**src/rtl/pwm_pkg.sv**
```systemverilog
// Shared PWM definitions: measurement FSM encodings and percent scaling.
// Also imported by pwm_generator, so keep encodings stable.
package pwm_pkg;

    typedef enum logic [1:0] {
        WAIT_EDGE = 2'd0,
        MEAS_HIGH = 2'd1,
        MEAS_LOW  = 2'd2
    } pwm_state_e;

    localparam int PCT_SCALE = 100;
    localparam int PCT_W     = 7;

endpackage

```
**src/rtl/pwm_divider.sv**
```systemverilog
// Restoring unsigned divider, one quotient bit per clk; done pulses N_W
// cycles after start. abort drops an in-flight divide silently.
module pwm_divider #(
    parameter int N_W = 23,
    parameter int D_W = 16
) (
    input  logic           clk,
    input  logic           rst_n,
    input  logic           start,
    input  logic           abort,
    input  logic [N_W-1:0] dividend,
    input  logic [D_W-1:0] divisor,
    output logic           busy,
    output logic           done,
    output logic [N_W-1:0] quotient
);

    localparam int SW = $clog2(N_W + 1);

    logic [N_W-1:0] num;
    logic [D_W-1:0] rem;
    logic [D_W-1:0] dvsr;
    logic [SW-1:0]  step;
    logic [D_W:0]   trial;
    logic [D_W-1:0] diff;
    logic           ge;

    // Remainder stays below the divisor, so the low D_W bits of the
    // difference are exact whenever the subtraction is taken.
    assign trial = {rem, num[N_W-1]};
    assign diff  = trial[D_W-1:0] - dvsr;
    assign ge    = (trial >= {1'b0, dvsr});

    always_ff @(posedge clk or negedge rst_n) begin
        if (!rst_n) begin
            num  <= '0;
            rem  <= '0;
            dvsr <= '0;
            step <= '0;
            busy <= 1'b0;
            done <= 1'b0;
        end else begin
            done <= 1'b0;
            if (abort) begin
                busy <= 1'b0;
                step <= '0;
            end else if (start) begin
                num  <= dividend;
                rem  <= '0;
                dvsr <= divisor;
                step <= SW'(N_W);
                busy <= 1'b1;
            end else if (busy) begin
                rem  <= ge ? diff : trial[D_W-1:0];
                num  <= {num[N_W-2:0], ge};
                step <= step - 1'b1;
                if (step == SW'(1)) begin
                    busy <= 1'b0;
                    done <= 1'b1;
                end
            end
        end
    end

    assign quotient = num;

endmodule

```
**src/rtl/pwm_capture.sv**
```systemverilog
// Measures period, high time and duty of an asynchronous PWM line, with a
// stuck-line timeout and overrun flag when the duty divider is still busy.
module pwm_capture
    import pwm_pkg::*;
#(
    parameter int CLOCK_FREQ     = 8_000_000,
    parameter int CNT_W          = 16,
    parameter int TIMEOUT_CYCLES = 16000
) (
    input  logic             clk,
    input  logic             rst_n,
    input  logic             pwm_in,
    output logic [CNT_W-1:0] period_cnt,
    output logic [CNT_W-1:0] high_cnt,
    output logic [PCT_W-1:0] duty_pct,
    output logic             valid,
    output logic             stuck,
    output logic             overrun
);

    localparam int               DIV_W   = CNT_W + PCT_W;
    localparam int               TO_W    = $clog2(TIMEOUT_CYCLES + 1);
    localparam logic [CNT_W-1:0] CNT_MAX = '1;

    if (CLOCK_FREQ < 1) begin : g_bad_freq
        $error("pwm_capture: CLOCK_FREQ must be positive");
    end

    pwm_state_e       state;
    logic [2:0]       sync_q;
    logic             line, line_q, rise, fall, any_edge;
    logic [CNT_W-1:0] cnt;
    logic [CNT_W-1:0] high_q;
    logic [CNT_W-1:0] op_period, op_high;
    logic [TO_W-1:0]  idle;
    logic             timeout;
    logic             period_done, div_start, div_busy, div_done;
    logic [DIV_W-1:0] div_num, div_q;
    logic [PCT_W-1:0] duty_clamped;

    // Two synchroniser flops plus one history flop for edge detection.
    always_ff @(posedge clk or negedge rst_n) begin
        if (!rst_n) sync_q <= '0;
        else        sync_q <= {sync_q[1:0], pwm_in};
    end

    assign line     = sync_q[1];
    assign line_q   = sync_q[2];
    assign rise     = line & ~line_q;
    assign fall     = ~line & line_q;
    assign any_edge = rise | fall;

    // Restarting at 1 makes the value on the next edge equal the number of
    // clk cycles between the two edges.
    always_ff @(posedge clk or negedge rst_n) begin
        if (!rst_n)              cnt <= '0;
        else if (rise)           cnt <= CNT_W'(1);
        else if (cnt != CNT_MAX) cnt <= cnt + 1'b1;
    end

    // Idle counter parks at TIMEOUT_CYCLES so the timeout fires once per run.
    always_ff @(posedge clk or negedge rst_n) begin
        if (!rst_n)                               idle <= '0;
        else if (any_edge)                        idle <= '0;
        else if (idle != TO_W'(TIMEOUT_CYCLES))   idle <= idle + 1'b1;
    end

    assign timeout     = !any_edge && (idle == TO_W'(TIMEOUT_CYCLES - 1));
    assign period_done = (state == MEAS_LOW) && rise;
    assign div_start   = period_done && !div_busy;
    assign div_num     = DIV_W'(high_q) * DIV_W'(PCT_SCALE);

    pwm_divider #(
        .N_W (DIV_W),
        .D_W (CNT_W)
    ) u_div (
        .clk      (clk),
        .rst_n    (rst_n),
        .start    (div_start),
        .abort    (timeout),
        .dividend (div_num),
        .divisor  (cnt),
        .busy     (div_busy),
        .done     (div_done),
        .quotient (div_q)
    );

    assign duty_clamped = (div_q > DIV_W'(PCT_SCALE)) ? PCT_W'(PCT_SCALE)
                                                      : div_q[PCT_W-1:0];

    always_ff @(posedge clk or negedge rst_n) begin
        if (!rst_n) begin
            state      <= WAIT_EDGE;
            high_q     <= '0;
            op_period  <= '0;
            op_high    <= '0;
            period_cnt <= '0;
            high_cnt   <= '0;
            duty_pct   <= '0;
            valid      <= 1'b0;
            stuck      <= 1'b0;
            overrun    <= 1'b0;
        end else begin
            valid   <= 1'b0;
            overrun <= 1'b0;
            if (timeout) begin
                // Already-stuck lines refresh the level but stay silent.
                state      <= WAIT_EDGE;
                stuck      <= 1'b1;
                valid      <= !stuck;
                period_cnt <= '0;
                high_cnt   <= '0;
                duty_pct   <= line_q ? PCT_W'(PCT_SCALE) : '0;
            end else begin
                if (div_done) begin
                    period_cnt <= op_period;
                    high_cnt   <= op_high;
                    duty_pct   <= duty_clamped;
                    valid      <= 1'b1;
                    stuck      <= 1'b0;
                end
                case (state)
                    WAIT_EDGE: if (rise) state <= MEAS_HIGH;
                    MEAS_HIGH: if (fall) begin
                        high_q <= cnt;
                        state  <= MEAS_LOW;
                    end
                    MEAS_LOW: if (rise) begin
                        state <= MEAS_HIGH;
                        if (!div_busy) begin
                            op_period <= cnt;
                            op_high   <= high_q;
                        end else begin
                            overrun <= 1'b1;
                        end
                    end
                    default: state <= WAIT_EDGE;
                endcase
            end
        end
    end

endmodule

```
**config.mk**
```make
export PLATFORM = sky130hd
export DESIGN_NAME = pwm_capture
export DESIGN_NICKNAME = d
export VERILOG_FILES = /design/src/rtl/pwm_pkg.sv /design/src/rtl/pwm_divider.sv /design/src/rtl/pwm_capture.sv
export SDC_FILE = /design/constraint.sdc
export NUM_CORES = 1
export LEC_CHECK = 0
export CORE_MARGIN = 2
export CORE_UTILIZATION = 55
export DETAILED_ROUTE_END_ITERATION = 12
export HOLD_SLACK_MARGIN = 0.03
export PLACE_DENSITY = 0.73
export SYNTH_ARGS = -nofsm -noshare
export SYNTH_HDL_FRONTEND = slang
export SYNTH_SLANG_ARGS = --single-unit
```
**constraint.sdc**
```tcl
create_clock -name clk -period 4.1 [get_ports clk]
set_input_delay 0.82 -clock clk [delete_from_list [all_inputs] [get_ports clk]]
set_output_delay 0.82 -clock clk [all_outputs]
set_load 0.05 [all_outputs]
```
Word-level counts from Yosys, hierarchy flattened
Cells that the tools add are included.
{"block": "word_totals", "reg_bits": 187, "inputBits": 3, "out_inout_bits": 42, "elab_cells": 99}
{"block": "op_classes", "add_sub_neg": 4, "mul": 1, "n_lt_le_gt_ge": 2, "eq_ne": 8, "muxes": 40, "bitwise_logic": 7, "reduce_logical": 18}
{"cell": "two-way mux 16 bit", "count": 9}
{"cell": "two-way mux 23 bit", "count": 2}
{"cell": "two-way mux 14 bit", "count": 2}
{"cell": "two-way mux 7 bit", "count": 4}
{"cell": "> comparator 23 x 7 -> 1 bit, second input constant", "count": 1}
{"cell": "multiplier 16 x 5 -> 21 bit, second input constant", "count": 1}
{"cell": ">= comparator 17 x 16 -> 1 bit", "count": 1}
{"cell": "adder 16 x 1 -> 16 bit, second input constant", "count": 1}
{"cell": "two-way mux 1 bit", "count": 16}
{"cell": "inequality test 16 bit, second input constant", "count": 1}
{"cell": "subtractor 16 bit", "count": 1}
{"cell": "two-way mux 5 bit", "count": 3}
{"cell": "adder 14 x 1 -> 14 bit, second input constant", "count": 1}
{"cell": "== test 14 bit, second input constant", "count": 1}
{"cell": "inequality test 14 bit, second input constant", "count": 1}
{"cell": "nonzero test 2 bit", "count": 4}
{"cell": "two-way mux 2 bit", "count": 3}
{"cell": "AND reduction 2 bit", "count": 3}
{"cell": "== test 5 x 1 -> 1 bit, second input constant", "count": 1}
{"cell": "subtractor 5 x 1 -> 5 bit, second input constant", "count": 1}
{"cell": "inverter 1 bit", "count": 4}
{"cell": "case mux 2 bit (2 select lines)", "count": 1}
{"cell": "AND reduction 4 bit", "count": 1}
{"cell": "logical AND 1 bit", "count": 3}
{"cell": "other kinds (11)", "count": 14}

Logic depth before layout (Yosys ltp)
Gate-level depths: netlist of run 1.
{"block": "logic_depth", "word_depth": 7, "mapped_depth": 13, "depth_no_buf": 13}

Modules after synthesis
Synthesis of run 1 repeated with hierarchy kept, for this count alone.
{"block": "hier_totals", "hier_cells": 1033, "hier_area_um2": 10710.3}
{"mod": "pwm_capture", "instances": 1, "cells_each": 645, "area_per_inst_um2": 7144.4, "seq_area_each_um2": 3128.0}
{"mod": "pwm_divider", "instances": 1, "cells_each": 388, "area_per_inst_um2": 3565.9, "seq_area_each_um2": 1551.5}

Least setup slack after synthesis of run 1
OpenSTA, ideal clock, no wires.
{"block": "synth_path", "path_kind": "reg2reg", "start": "reg high_q[3]", "end": "reg u_div.num[20], in the netlist u_div.quotient[20]", "setup_time_ns": 0.142, "arrival_ns": 2.970, "required_ns": 3.958, "path_slack_ns": 0.988, "path_stages_with_launch": 12, "path_buffers": 0, "synth_period_minus_slack_ns": 3.112, "path_cell_list": "dfrtp_1 > ha_1 > ha_1 > fa_1 > ha_1 > a211oi_1 > o21bai_1 > o21ai_0 > a31oi_1 > or3_1 > a21oi_1 > o32ai_1"}
{"block": "synth_between", "elab_chain_cells": 2}
{"element": "from (decl)", "line_no": "pwm_capture.sv:33", "source": "logic [CNT_W-1:0] high_q;"}
{"element": "from (signal assigned)", "line_no": "pwm_capture.sv:125", "source": "high_q <= cnt;"}
{"element": "multiplier 16 x 5 -> 21 bit", "line_no": "pwm_capture.sv:71", "source": "assign div_num = DIV_W'(high_q) * DIV_W'(PCT_SCALE);"}
{"element": "two-way mux 23 bit", "line_no": "pwm_divider.sv:47", "source": "end else if (start) begin"}
{"element": "to (signal assigned)", "line_no": "pwm_divider.sv:48", "source": "num <= dividend;"}
{"element": "to (signal assigned)", "line_no": "pwm_divider.sv:55", "source": "num <= {num[N_W-2:0], ge};"}
{"element": "to (decl)", "line_no": "pwm_divider.sv:20", "source": "logic [N_W-1:0] num;"}
Every way passes these cells.
A chain may end at the register's enable or synchronous reset.

Final worst setup path of run 1
Ends and elaborated chain as after synthesis.

==> flow_summary_export.csv, run 1 <==
group,metric,value,unit
logic_synthesis,ys.flop_type,"dfrtp_1",
die,die_w,141,um
hold_path,hold_path_depth,0,
die,core,18500,sq um
global_route,grt_pass1_vias,7583,
clock_network,cts_tree,"done",
setup_path,crit_path_cell_trace,"ha_1 > ha_1 > fa_1 > ha_1 > a211oi_1 > o21bai_1 > o21ai_0 > a31oi_1 > or3_1 > a21oi_1 > o32ai_1",
detailed_routing,detailedRoute.firstPassIterationCount,5,
logic_synthesis,synth_edf_count,0,
hold_path,hold_path_end,"sync_q[1]",
detailed_routing,vias,7773,
global_route,gr-usage-all-layers,0.245,
setup_path,crit_top_cell,"ha_1",
logic_synthesis,yosysUniqueCellTypes,72,
global_route,antenna_found_initial,0,
setup_path,r2r-end,"u_div.quotient[20]",
global_route,grt_pass1_wl,38600,um
timing,setup_viol,0,
hold_path,min-delay-path-class,"reg -> reg",
die,start_util,0.556,
setup_path,reg2reg_from,"high_q[3]",
logic_synthesis,ys_seq_elements,187,
timing,drv_slew,0,
placement,place_ws,0.688,ns
clock_network,clk_latency,0.44,ns
finish,fin_area,11500,sq um
timing,slew-limit-headroom,0.258,
clock_network,path_clk_slew,0.07,ns
logic_synthesis,yosysWarnings,0,
logic_synthesis,synth_fp_nets,1160,
die,ioPinCount,45,
placement,place_hpwl,16300,um
logic_synthesis,synth_common_cells,"dfrtp_1 (187), nand2_1 (149), nor2_1 (93)",
detailed_routing,ant_nets,0,
timing,max_freq,286,MHz
die,die_y,141,um
logic_synthesis,synthCells,1070,
setup_path,max_stage_delay,0.47,ns
placement,gp_congestion,0.946,
pwr,power.density,586,nW/um^2
logic_synthesis,avgSynthCellArea,9.62,sq um
setup_path,cpMaxStageDelayCell,"fa_1",
clock_network,cts_hold_buf,0,
setup_path,r2r_slack,0.60,ns
finish,drive_gt1_frac,0.0601,
timing,tns,0,ns
setup_path,path_max_fanout,5,
job,drv_cap,0,
clock_network,cts_resized,0,
logic_synthesis,synth_area_leaders,"dfrtp_1 (45%), ha_1 (9.1%), nand2_1 (5.4%)",
finish,instances_no_fill,1349,
setup_path,r2r_cells,11,
detailed_routing,viasPerCell,5.76,
setup_path,crit_type,"reg -> reg",
setup_path,cp-start-kind,"flip-flop",
finish,fin_nets,1192,
finish,diodes,0,
detailed_routing,drtIter0Drc,530,
global_route,gr-total-overflow,0,
logic_synthesis,synth_top_cell_area_share,0.455,
finish,utilization,0.621,
placement,numPlacedInstances,1317,
logic_synthesis,seq_area_frac_synth,0.455,
clock_network,htree_levels,4,
setup_path,critPathCaptureType,"flip-flop",
detailed_routing,drc,0,
timing,period_share,0.854,
setup_path,path_buf_inv,0,
placement,dpl_cell_area,10900,sq um
timing,skew,0.0130,ns
placement,numPortBuffers,44,
timing,setup_ws,0.600,ns
timing,worst-slew-pin-transition,1.11,ns
pwr,ir_drop,413,uV
pwr,power.leakage,0.00553,uW
global_route,grt_max_degree,83,
die,die_area,19800,sq um
detailed_routing,routed_wl,23100,um
logic_synthesis,synthArstFlopShare,1.00,
die,rows,50,
logic_synthesis,netlist_area,10300,sq um
setup_path,crit_required,4.40,ns
clock_network,cts_buffers,17,
hold_path,min_from,"sync_q[0]",
clock_network,clock_path_buffers,2,
detailed_routing,wl_per_cell,17.1,um
clock_network,cts.sinks,187,
clock_network,post_cts_buffers,0,
timing,hold_viol_final,0,
logic_synthesis,yosysTopAreaCell,"dfrtp_1",
logic_synthesis,yosysMostFrequentCell,"dfrtp_1",
finish,area_growth,11.7,%
timing,rsz0062_at_grt,"no",
timing,fin_crit,3.50,ns
clock_network,cts_root_buf,"clkbuf_16",
setup_path,cp_top_family,"adder cells",
setup_path,crit_arrival,3.80,ns
status,status,"complete, no violations",
-- metal layers --
layer / share of wire / vias to the layer above / wire length [um] / GRT usage
met3: 0.052 / 33 / 1210 / 0.0370
met2: 0.45 / 223 / 10500 / 0.390
met1: 0.47 / 3769 / 10900 / 0.344
li1: - / 3748 / - / -
met4: 0.022 / 0 / 517 / 0.0884
met5: 0 / - / 0 / 0
-- registers in the layout, summed over array words and instances, names as in the netlist, 5 cells and up --
signal          cells
cnt                16
period_cnt         16
op_high            16
idle               14
u_div.rem          16
high_q             16
u_div.quotient     23
duty_pct            7
op_period          16
u_div.step          5
u_div.dvsr         16
high_cnt           16
-- logic make-up (layout without fill, tap and decap cells) --
| family | count (synthesis) | after routing | synth area share |
|---|---|---|---|
| AOI/OAI and AO/OA | 220 | 220 | 0.130 |
| DFF | 187 | 187 | 0.455 |
| and+or+nand+nor | 355 | 355 | 0.157 |
| muxes | 53 | 53 | 0.0524 |
| buffers and inverters | 122 | 167 | 0.0525 |
| xor gates and xnor gates | 46 | 46 | 0.0391 |
| adders and majority gates | 87 | 87 | 0.115 |
-- report_power, final --
| part | switching, uW | internal, uW | leakage [uW] |
|---|---|---|---|
| clock network | 835 | 822 | 0.000284 |
| logic | 1440 | 1090 | 0.00277 |
| registers | 361 | 2190 | 0.00248 |
-- worst register-to-register path, delay by kind of cell, from the launching register on --
kind	cells	cell delay [ns]
fa+ha+maj	4	1.48
compound gates	6	1.13
flops	1	0.44
simple gates	1	0.32
-- worst max path at each step --
stage          startpoint                  to  slack, ns  cells after the start
3_5_place_dp    high_q[3]  u_div.quotient[20]       0.69                     11
3_3_place_gp    high_q[3]  u_div.quotient[20]       0.75                     11
6_report        high_q[3]  u_div.quotient[20]       0.60                     11
4_1_cts         high_q[3]  u_div.quotient[20]       0.62                     11
2_1_floorplan   high_q[3]  u_div.quotient[20]       0.99                     11
5_1_grt         high_q[3]  u_div.quotient[20]       0.33                     11
-- placed cells by master (no fill, tap or decap), drive strengths merged, types with 3 or more instances in the layout --
master | netlist | routed
a2111oi | 4 | 4
a211oi | 10 | 10
a21o | 10 | 10
a21oi | 47 | 47
a22o | 4 | 4
a22oi | 3 | 3
a31oi | 14 | 14
a32oi | 4 | 4
and2 | 14 | 14
and3 | 8 | 8
buf | 18 | 13
clkbuf | 25 | 18
clkdlybuf4s50 | 0 | 43
clkinv | 0 | 7
dfrtp | 187 | 187
fa | 12 | 12
ha | 75 | 75
inv | 78 | 84
mux2 | 7 | 7
mux2i | 46 | 46
nand2 | 149 | 149
nand2b | 3 | 3
nand3 | 18 | 18
nand4 | 11 | 11
nor2 | 93 | 93
nor2b | 12 | 12
nor3 | 17 | 17
nor4 | 5 | 5
o211ai | 4 | 4
o21a | 5 | 5
o21ai | 83 | 83
o21bai | 5 | 5
o22ai | 11 | 11
or3 | 11 | 11
xnor2 | 28 | 28
xor2 | 18 | 18
-- metrics by stage --
step | hold slack, ns | power [uW]
4_1_cts | 0.353 | 6730
3_5_place_dp | 0.337 | 5080
6_report | 0.351 | 6740
2_1_floorplan | 0.331 | 4540
5_1_grt | 0.385 | 7190
3_3_place_gp | 0.333 | 5010
-- cell type report --
cell class	count	area (sq um)
sequential	187	4680
clock buffer	17	425
fill	1540	7020
clock inverter	15	174
tap	234	293
timing repair buffer	57	554
multi-input combinational	761	5080
inverter	78	293
Note: power is estimated with default switching activity, not from simulation.
==> inputs of run 2 (changes only) <==
PLACE_DENSITY = 0.76   (was 0.73)
clock period = 3 ns   (was 4.1 ns; I/O delays follow)
==> flow_summary_export.csv, run 2 (synthesis results as in run 1) <==
group,metric,value,unit
clock_network,cts.sinks,187,
global_route,grt_pass1_wl,41200,um
detailed_routing,wl_per_cell,17.9,um
timing,drv_slew,0,
finish,drive_gt1_frac,0.131,
status,status,"complete, but fails checks",
pwr,power.density,813,nW/um^2
global_route,antenna_found_initial,0,
pwr,power.leakage,0.00578,uW
finish,area_growth,18.1,%
global_route,gr-usage-all-layers,0.263,
global_route,grt.busiest_layer,"met2",
placement,numPortBuffers,44,
finish,instances_no_fill,1394,
job,drv_cap,0,
setup_path,r2r_slack,-0.17,ns
die,die_area,19800,sq um
hold_path,min-delay-path-class,"in -> async",
timing,setup_viol,5,
die,die_y,141,um
setup_path,path_max_fanout,4,
setup_path,r2r_cells,13,
timing,worst-slew-pin-transition,1.13,ns
setup_path,crit_required,3.29,ns
clock_network,clk_latency,0.44,ns
timing,hold_viol_final,0,
pwr,total_power,9890,uW
global_route,met2_usage,0.413,
timing,period_share,1.06,
placement,numPlacedInstances,1355,
clock_network,path_clk_slew,0.08,ns
detailed_routing,viasPerCell,5.84,
setup_path,critPathCaptureType,"flip-flop",
setup_path,r2r-end,"u_div.quotient[20]",
status,violations,"setup timing",
die,ioPinCount,45,
placement,gp_congestion,0.910,
timing,skew,0.0122,ns
detailed_routing,vias,8135,
setup_path,crit_type,"reg -> reg",
timing,fin_crit,3.17,ns
global_route,gr-total-overflow,0,
finish,largest_reg_flops,23,
timing,hold_ws,0.128,ns
setup_path,crit_arrival,3.46,ns
clock_network,htree_levels,4,
timing,setup_ws,-0.167,ns
finish,diodes,0,
timing,max_freq,316,MHz
setup_path,cp-start-kind,"flip-flop",
die,die_w,141,um
clock_network,cts_buffers,17,
global_route,use_met3,0.0428,
die,core,18500,sq um
detailed_routing,drc,0,
timing,slew-limit-headroom,0.244,
pwr,ir_drop,449,uV
clock_network,cts_root_buf,"clkbuf_16",
finish,final_common_cell,"dfrtp_1",
detailed_routing,detailedRoute.firstPassIterationCount,5,
placement,dpl_cell_area,11300,sq um
global_route,grt_pass1_vias,8143,
detailed_routing,ant_nets,0,
setup_path,reg2reg_from,"high_q[6]",
clock_network,clock_path_buffers,2,
die,rows,50,
finish,fin_nets,1237,
detailed_routing,routed_wl,25000,um
global_route,grt_max_degree,69,
timing,rsz0062_at_grt,"yes",
clock_network,cts_tree,"done",
placement,place_hpwl,17400,um
finish,layout_common_cells,"dfrtp_1 (186), nand2_1 (148), nor2_1 (92)",
detailed_routing,drtIter0Drc,667,
finish,fin_area,12200,sq um
die,start_util,0.556,
global_route,grtUsageMet1,0.368,
==> run 2: cell types whose count changed in the layout (fill, tap and decap cells not counted), moves of 5 or more <==
cell | previous run | this run
a21oi_1 | 47 | 41
a21oi_2 | 0 | 5
ha_1 | 75 | 65
buf_4 | 12 | 55
o21ai_0 | 73 | 64
inv_1 | 78 | 73
ha_4 | 0 | 10
o21ai_2 | 1 | 6
inv_2 | 0 | 5
==> run 2: how the worst max path moves through the flow <==
stage / start / endpoint
after floorplan: high_q[3] / u_div.quotient[20]
after global routing: high_q[6] / u_div.quotient[20]
final: high_q[6] / u_div.quotient[20]
after detailed placement: high_q[3] / u_div.quotient[20]
after global placement: high_q[3] / u_div.quotient[20]
after CTS: high_q[9] / u_div.quotient[20]
==> run 2: layout make-up <==
type / count / area [sq um]
Fill cell: 1427 / 6360
Multi-Input combinational cell: 761 / 5360
Sequential cell: 187 / 4680
Timing Repair Buffer: 102 / 917
Clock buffer: 17 / 425
Inverter: 78 / 293
Tap cell: 234 / 293
Clock inverter: 15 / 195
==> run 2: worst max-delay path, stage by stage (launching register included) <==
cell	delay, ns
dfrtp_1	0.42
ha_1	0.31
ha_1	0.28
inv_1	0.04
fa_1	0.48
inv_2	0.05
ha_4	0.23
o211ai_1	0.29
a21oi_1	0.13
o21ai_2	0.10
a31oi_1	0.12
or3_1	0.33
a21oi_2	0.14
o32ai_1	0.09
==> run 2: what timing repair did <==
| item | 4_1_cts | 5_1_grt |
|---|---|---|
| gates resized for setup | 25 | 23 |
| endpoints found under the setup margin | 10 | 13 |
| pin swaps | 32 | 17 |
| setup buffers | 4 | 3 |
| hold buffers | 0 | 0 |
==> run 2: metrics by stage <==
stage	util	setup TNS (ns)	setup WS (ns)
after floorplan	-	-0.0225	-0.0225
after global placement	0.608	-0.424	-0.131
after detailed placement	0.608	-0.986	-0.209
after CTS	0.650	-0.200	-0.0656
after global routing	0.657	-1.57	-0.303
final	0.657	-0.504	-0.167
==> run 2: metal layers <==
layer,routed length (um),part of all wire
met3,1460,0.058
met4,835,0.033
met1,11100,0.44
met2,11600,0.46
met5,0,0
==> run 2: where the power goes <==
part	internal [uW]	leakage (uW)	switching, uW
combinational	1810	0.00300	2270
sequential	3000	0.00248	432
clock	1280	0.000301	1100
==> inputs of run 3 (changes only) <==
PLACE_DENSITY = 0.73   (was 0.76)
clock period = 3.15 ns   (was 3 ns; I/O delays follow)
==> flow_summary_export.csv, run 3 (synthesis results as in run 1) <==
group,metric,value,unit
timing,rsz0062_at_grt,"yes",
finish,diodes,0,
clock_network,cts_tree,"done",
die,rows,50,
clock_network,path_clk_slew,0.07,ns
detailed_routing,vias,8096,
global_route,gr-total-overflow,0,
placement,place_ws,-0.202,ns
die,die_area,19800,sq um
detailed_routing,routed_wl,24700,um
setup_path,crit_arrival,3.47,ns
setup_path,path_max_fanout,4,
die,start_util,0.556,
die,die_w,141,um
global_route,gr-usage-all-layers,0.252,
finish,final_common_cell,"dfrtp_1",
setup_path,crit_top_cell,"ha_4",
placement,dpl_cell_area,11200,sq um
status,status,"complete, but fails checks",
pwr,power.leakage,0.00571,uW
job,drv_cap,0,
die,die_y,141,um
finish,fin_area,12200,sq um
placement,numPortBuffers,44,
detailed_routing,detailedRoute.firstPassIterationCount,5,
detailed_routing,wl_per_cell,17.8,um
clock_network,cts_root_buf,"clkbuf_16",
timing,hold_viol_final,0,
timing,drv_slew,0,
timing,setup_viol,1,
timing,skew,0.00981,ns
pwr,total_power,9450,uW
finish,largest_reg_flops,23,
placement,gp_congestion,0.918,
global_route,grt_max_degree,83,
setup_path,crit_required,3.42,ns
setup_path,crit_type,"reg -> reg",
finish,instances_no_fill,1387,
finish,layout_common_cells,"dfrtp_1 (182), nand2_1 (149), nor2_1 (91)",
timing,max_freq,312,MHz
setup_path,cp_top_family,"adder cells",
detailed_routing,drtIter0Drc,605,
timing,setup_ws,-0.0512,ns
status,violations,"setup timing",
finish,regArea,4690,sq um
hold_path,min-delay-path-class,"in -> async",
clock_network,clk_latency,0.43,ns
die,core,18500,sq um
global_route,grt_pass1_wl,40000,um
timing,slew-limit-headroom,0.527,
setup_path,cpMaxStageDelayCell,"fa_1",
setup_path,crit_path_cell_trace,"ha_4 > ha_4 > fa_1 > ha_4 > a211oi_2 > o21bai_2 > o21ai_2 > a31oi_2 > or3_1 > a21oi_2 > o32ai_1",
clock_network,cts_buffers,17,
finish,area_growth,18.9,%
detailed_routing,ant_nets,0,
timing,fin_crit,3.20,ns
finish,multiInputGateArea,5450,sq um
finish,fill_cells,1417,
finish,drive_gt1_frac,0.139,
die,ioPinCount,45,
timing,period_share,1.02,
setup_path,max_stage_delay,0.59,ns
detailed_routing,drc,0,
clock_network,cts.sinks,187,
timing,worst-slew-pin-transition,0.710,ns
detailed_routing,viasPerCell,5.84,
finish,fin_nets,1230,
clock_network,clock_path_buffers,2,
pwr,power.density,772,nW/um^2
global_route,grt_pass1_vias,7874,
pwr,ir_drop,461,uV
placement,place_hpwl,16900,um
clock_network,htree_levels,4,
setup_path,cp-start-kind,"flip-flop",
finish,utilization,0.661,
placement,numPlacedInstances,1350,
setup_path,critPathCaptureType,"flip-flop",
setup_path,path_buf_inv,0,
global_route,antenna_found_initial,0,
==> run 3: what timing repair did <==
action,CTS,global route
hold buffers,0,0
pin swaps,15,41
setup endpoints to repair,8,10
setup buffers,0,5
resized for setup,18,49
==> run 3: routing by layer <==
layer	vias up	wire length, um	track usage
met3	41	1400	0.0431
met1	3982	11100	0.352
met4	0	616	0.0858
met2	247	11600	0.404
li1	3826	-	-
met5	-	0	0
==> run 3: through the flow <==
| step | setup TNS, ns | hold slack, ns |
|---|---|---|
| floorplan | 0 | 0.331 |
| global placement | -0.173 | 0.333 |
| finish | -0.0512 | 0.211 |
| CTS | -0.0336 | 0.254 |
| global route | -0.370 | 0.256 |
| detailed placement | -0.587 | 0.347 |
==> run 3: final timing paths <==
kind / depth (start not counted) / slack (ns) / start / endpoint
max: 11 / -0.05 / high_q[2] / u_div.quotient[20]
min: 1 / 0.21 / rst_n / op_high[2]
max reg2reg: 11 / -0.05 / high_q[2] / u_div.quotient[20]
min reg2reg: 0 / 0.36 / sync_q[0] / sync_q[1]
max in group asynchronous: 2 / 2.22 / rst_n / cnt[9]
min in group clk: 0 / 0.36 / sync_q[0] / sync_q[1]
==> run 3: power by group <==
part | total [uW] | internal [uW] | switching, uW | leakage [uW]
sequential | 3300 | 2860 | 440 | 0.00247
combinational | 3850 | 1730 | 2120 | 0.00294
clock | 2300 | 1280 | 1020 | 0.000301
==> run 3: worst reg2reg max path, stage by stage, from the launching register on <==
cell and delay, ns:
dfrtp_2 0.46, ha_4 0.30, ha_4 0.19, fa_1 0.59, ha_4 0.22, a211oi_2 0.20, o21bai_2 0.12, o21ai_2 0.21
a31oi_2 0.12, or3_1 0.41, a21oi_2 0.14, o32ai_1 0.08
==> run 3: area by class of cell <==
cell class / instances / area share
multi-input combinational: 761 / 0.446
sequential: 187 / 0.383
timing repair buffer: 95 / 0.0730
clock buffer: 17 / 0.0348
inverter: 78 / 0.0239
tap: 234 / 0.0239
clock inverter: 15 / 0.0160
